### src/rtl/itrx_amba2_apb_pkg.sv
// Shared APB type definitions.
// Transfer direction encoding used by APB requesters.
package itrx_amba2_apb_pkg;

    typedef enum logic {
        READ  = 1'b0,
        WRITE = 1'b1
    } te_pwrite;

endpackage

### src/rtl/itrx_apb_master.sv
// Single-transfer APB3/APB4 requester with wait states,
// slave-error reporting and a saturating hang timeout.
module itrx_apb_master
    import itrx_amba2_apb_pkg::*;
#(
    parameter int AW          = 16,
    parameter int DW          = 32,
    parameter int TIMEOUT_CYC = 256
) (
    input  logic            pclk,
    input  logic            presetn,
    input  logic            req_valid,
    output logic            req_ready,
    input  logic            req_write,
    input  logic [AW-1:0]   req_addr,
    input  logic [DW-1:0]   req_wdata,
    input  logic [DW/8-1:0] req_strb,
    input  logic [2:0]      req_prot,
    output logic            rsp_valid,
    output logic [DW-1:0]   rsp_rdata,
    output logic            rsp_err,
    output logic            rsp_timeout,
    output logic            psel,
    output logic            penable,
    output logic            pwrite,
    output logic [AW-1:0]   paddr,
    output logic [DW-1:0]   pwdata,
    output logic [DW/8-1:0] pstrb,
    output logic [2:0]      pprot,
    input  logic [DW-1:0]   prdata,
    input  logic            pready,
    input  logic            pslverr
);

    localparam bit LP_TO_EN = (TIMEOUT_CYC > 0);
    localparam int CW = LP_TO_EN ? $clog2(TIMEOUT_CYC + 1) : 1;
    localparam logic [CW-1:0] LP_CNT_LAST =
        LP_TO_EN ? CW'(TIMEOUT_CYC - 1) : '0;

    typedef enum logic [1:0] {
        S_IDLE,
        S_SETUP,
        S_ACCESS
    } state_t;

    state_t            r_state;
    logic              r_psel;
    logic              r_penable;
    te_pwrite          r_pwrite;
    logic [AW-1:0]     r_paddr;
    logic [DW-1:0]     r_pwdata;
    logic [DW/8-1:0]   r_pstrb;
    logic [2:0]        r_pprot;
    logic [CW-1:0]     r_cnt;
    logic              r_rsp_valid;
    logic [DW-1:0]     r_rsp_rdata;
    logic              r_rsp_err;
    logic              r_rsp_timeout;
    logic              w_expire;

    // Counter holds the number of pready-low ACCESS cycles already seen.
    assign w_expire = LP_TO_EN && (r_cnt == LP_CNT_LAST);

    always_ff @(posedge pclk or negedge presetn) begin
        if (!presetn) begin
            r_state       <= S_IDLE;
            r_psel        <= 1'b0;
            r_penable     <= 1'b0;
            r_pwrite      <= READ;
            r_paddr       <= '0;
            r_pwdata      <= '0;
            r_pstrb       <= '0;
            r_pprot       <= '0;
            r_cnt         <= '0;
            r_rsp_valid   <= 1'b0;
            r_rsp_rdata   <= '0;
            r_rsp_err     <= 1'b0;
            r_rsp_timeout <= 1'b0;
        end else begin
            r_rsp_valid   <= 1'b0;
            r_rsp_rdata   <= '0;
            r_rsp_err     <= 1'b0;
            r_rsp_timeout <= 1'b0;
            unique case (r_state)
                S_IDLE: begin
                    if (req_valid) begin
                        r_pwrite <= te_pwrite'(req_write);
                        r_paddr  <= req_addr;
                        r_pwdata <= req_wdata;
                        r_pstrb  <= req_write ? req_strb : '0;
                        r_pprot  <= req_prot;
                        r_cnt    <= '0;
                        r_psel   <= 1'b1;
                        r_state  <= S_SETUP;
                    end
                end
                S_SETUP: begin
                    r_penable <= 1'b1;
                    r_state   <= S_ACCESS;
                end
                S_ACCESS: begin
                    if (pready) begin
                        r_psel      <= 1'b0;
                        r_penable   <= 1'b0;
                        r_rsp_valid <= 1'b1;
                        r_rsp_err   <= pslverr;
                        if (r_pwrite == READ && !pslverr)
                            r_rsp_rdata <= prdata;
                        r_state     <= S_IDLE;
                    end else if (w_expire) begin
                        r_psel        <= 1'b0;
                        r_penable     <= 1'b0;
                        r_rsp_valid   <= 1'b1;
                        r_rsp_err     <= 1'b1;
                        r_rsp_timeout <= 1'b1;
                        r_state       <= S_IDLE;
                    end else if (r_cnt != '1) begin
                        r_cnt <= r_cnt + 1'b1;
                    end
                end
                default: begin
                    r_psel    <= 1'b0;
                    r_penable <= 1'b0;
                    r_state   <= S_IDLE;
                end
            endcase
        end
    end

    assign req_ready   = (r_state == S_IDLE);
    assign psel        = r_psel;
    assign penable     = r_penable;
    assign pwrite      = r_pwrite;
    assign paddr       = r_paddr;
    assign pwdata      = r_pwdata;
    assign pstrb       = r_pstrb;
    assign pprot       = r_pprot;
    assign rsp_valid   = r_rsp_valid;
    assign rsp_rdata   = r_rsp_rdata;
    assign rsp_err     = r_rsp_err;
    assign rsp_timeout = r_rsp_timeout;

endmodule
### config.mk
export PLATFORM = sky130hd
export DESIGN_NAME = itrx_apb_master
export DESIGN_NICKNAME = d
export VERILOG_FILES = /design/src/rtl/itrx_amba2_apb_pkg.sv /design/src/rtl/itrx_apb_master.sv
export SDC_FILE = /design/constraint.sdc
export NUM_CORES = 1
export LEC_CHECK = 0
export BUFFER_PORTS_ARGS = -buffer_cell sky130_fd_sc_hd__clkbuf_2
export CORE_MARGIN = 3
export CORE_UTILIZATION = 25
export CTS_CLUSTER_SIZE = 25
export DETAILED_ROUTE_END_ITERATION = 8
export GPL_ROUTABILITY_DRIVEN = 0
export PLACE_DENSITY = 0.5
export SLEW_MARGIN = 15
export SYNTH_ARGS = -nofsm -noshare
export SYNTH_HDL_FRONTEND = slang
export SYNTH_SLANG_ARGS = --single-unit
### constraint.sdc
create_clock -name pclk -period 3.9 [get_ports pclk]
set_input_delay 0.585 -clock pclk [delete_from_list [all_inputs] [get_ports pclk]]
set_output_delay 0.585 -clock pclk [all_outputs]
set_load 0.02 [all_outputs]
==> impl_metrics.yaml <==
status:
  status: "complete, no violations"
flow_run:
  drv_cap: 0
floorplanning:
  die_h_microns: 130
  die_area_sq_mm: 0.0170
  die_w_microns: 130
  start_util: 0.261
  coreArea_sq_mm: 0.0148
  rows: 44
  io_pins: 187
clock_tree:
  ctsRootBufferMaster: "clkbuf_16"
  path_clk_slew_ns: 0.07
  hold_buffers: 0
  cts_sinks: 104
  post_cts_buffers: 0
  cts_tree: "yes"
  clk_latency_ns: 0.34
  numCtsBuffers: 9
  ctsHtreeMaxLevel: 3
  cts_buffer_depth: 2
  cts_resized: 0
timing:
  hold_viol_final: 0
  post-route-period-util: 0.714
  fin_crit_ns: 2.79
  maxSlewViolCount: 0
  fin_hold_ws_ns: 0.193
  rsz0062_at_grt: "false"
  slew_headroom: 0.322
  worst_pin_slew_ns: 1.02
  setup-tns-final_ns: 0
  finalClockSkew_ns: 0.00880
  finalSetupViolCount: 0
  max_freq_mhz: 359
synth:
  synth_top_family_by_area: "simple AND/OR/NAND/NOR gates"
  synth-xor-area-share: 0.00227
  yosysTopAreaCellShare: 0.674
  synth_area_leader_cell: "dfrtp_1"
  yosysWarningCount: 0
  syn_area_per_cell_sq_um: 10.1
  syn_inst: 382
  synth-adder-area-share: 0.00972
  yosysUniqueCellTypes: 23
  synth.area.top_cells: "dfrtp_1 (67%), nand2_1 (17%), and2_1 (5.2%)"
  netlist_area_sq_mm: 0.00386
  muxShareOfSynthArea: 0
  yosys.area_share.simple: 0.264
  ys_seq_area_frac: 0.674
  synth-compound-area-share: 0.0282
  synth_fp_nets: 478
  ys_seq_elements: 104
cells_and_area:
  layout-drive-gt1-share: 0.365
  fillers: 1532
  fin_nets: 662
  antenna_cells: 0
  synthToLayoutAreaGrowth_pct: 36.6
drt:
  vias: 3184
  initialDrtViolationCount: 177
  routedWlPerCell_microns: 13.3
  viasPerCell: 4.22
  first_pass_iters: 4
  drt_drc_violations_left: 0
  drt.antenna.violating_nets: 0
  totalWireLength_mm: 10.0
worst_setup_path:
  cp.arrival_ns: 3.05
  crit_path_end_kind: "register"
  critPathKind: "register to register"
  crit_required_ns: 4.16
  reg2reg_depth: 8
  r2r_start: "r_cnt[0]"
  cp_max_fo: 15
  r2r-end: "r_cnt[5]"
  start_kind: "register"
  r2r_slack_ns: 1.11
global_route:
  grt_remaining_overflow: 0
  grt_pass1_vias: 3189
  grt_max_degree: 62
  grt_pass1_wl_mm: 15.9
  antenna_found_initial: 0
  track_usage: 0.120
min_path:
  hp-class: "input port to async pin"
placed_design:
  portBuffers: 186
  dp_hpwl_mm: 7.33
power_and_ir_drop:
  power_density_mw_per_mm2: 715
  peakVddDrop_mv: 0.266
  leakage_nw: 3.02
-- cells by family after synthesis --
logic type / Yosys count
fa+ha+maj: 3
xor+xnor: 1
compound gates: 17
simple gates: 235
buf+inv: 22
flops: 104
-- worst max-delay path by stage --
stage | startpoint | to | slack, ns | depth (start not counted)
6_report | r_cnt[0] | r_cnt[5] | 1.11 | 8
5_1_grt | r_cnt[0] | r_cnt[5] | 0.96 | 8
3_3_place_gp | r_cnt[0] | r_cnt[5] | 1.23 | 8
4_1_cts | r_cnt[0] | r_cnt[5] | 1.12 | 8
2_1_floorplan | r_cnt[0] | r_cnt[5] | 1.48 | 8
3_5_place_dp | r_cnt[0] | r_cnt[5] | 1.15 | 8
-- cell usage in the layout, fill, tap and decap left out --
master	n
o31ai_1	5
inv_2	1
xnor2_1	1
inv_6	1
clkbuf_8	1
nand3_2	1
a21oi_1	5
o22a_1	1
nand3_1	7
clkinv_4	1
o21ai_0	3
or4_1	4
nor4b_2	1
clkinv_2	3
buf_4	5
nor3_1	3
and2_1	32
ha_1	3
clkbuf_2	185
a211oi_1	1
dfrtp_1	104
nand4_1	2
or4b_1	2
clkbuf_16	9
nand2b_1	3
nor2_1	6
a21o_1	2
nand2_1	174
inv_1	4
-- registers in the layout, summed over array words and instances, names as in the netlist, 2 cells and up --
register,count
pwdata,32
rsp_rdata,32
paddr,16
r_cnt,9
pstrb,4
pprot,3
r_state,2
-- synth_stat cells --
cell	n
o31ai_1	5
nor4b_1	1
or4_1	4
clkbuf_1	15
nor2_1	6
nand3_1	8
dfrtp_1	104
a21o_1	2
a21oi_1	5
or4b_1	2
buf_1	2
nand4_1	2
clkinv_1	1
and2_1	32
o22a_1	1
a211oi_1	1
nand2b_1	3
nor3_1	3
inv_1	4
o21ai_0	3
xnor2_1	1
nand2_1	174
ha_1	3
-- power by group --
group          switching [mW]  internal [mW]
Clock                   0.391          0.447
Sequential              0.194           1.40
Combinational           0.920          0.416
Total                    1.51           2.27
-- worst max-delay path, stage by stage (launching register included) --
cell and delay [ns]:
dfrtp_1 0.41, ha_1 0.25, nand3_1 0.15, nor3_1 0.10
ha_1 0.23, or4b_1 0.56, a21o_1 0.33, or4_1 0.52
a21oi_1 0.15
-- layout make-up --
class	count	area (sq um)	share of cell area
flip-flops and latches	104	2600	0.493
multi-input cells	256	1190	0.225
repair buffers	190	963	0.183
clock buffers	10	239	0.0453
well taps	184	230	0.0437
clock inverters	5	32.5	0.00617
inverters	5	18.8	0.00356
-- metal layers --
layer  up-vias  GRT usage  part of all wire
met5         -          0                 0
li1       1564          -                 -
met3        11     0.0434             0.087
met4         0     0.0532             0.015
met1      1489      0.153              0.44
met2       120      0.182              0.46
-- stage by stage --
step	utilization	cells	area, sq um	setup WS (ns)	power (mW)
detailed placement	0.338	739	5000	1.15	2.99
floorplan	-	382	3860	1.48	2.43
CTS	0.356	754	5270	1.12	3.85
global placement	0.338	739	5000	1.23	2.96
finish	0.356	754	5270	1.11	3.77
global route	0.356	754	5270	0.962	4.06
No activity file was read; power rests on OpenSTA's default activity.
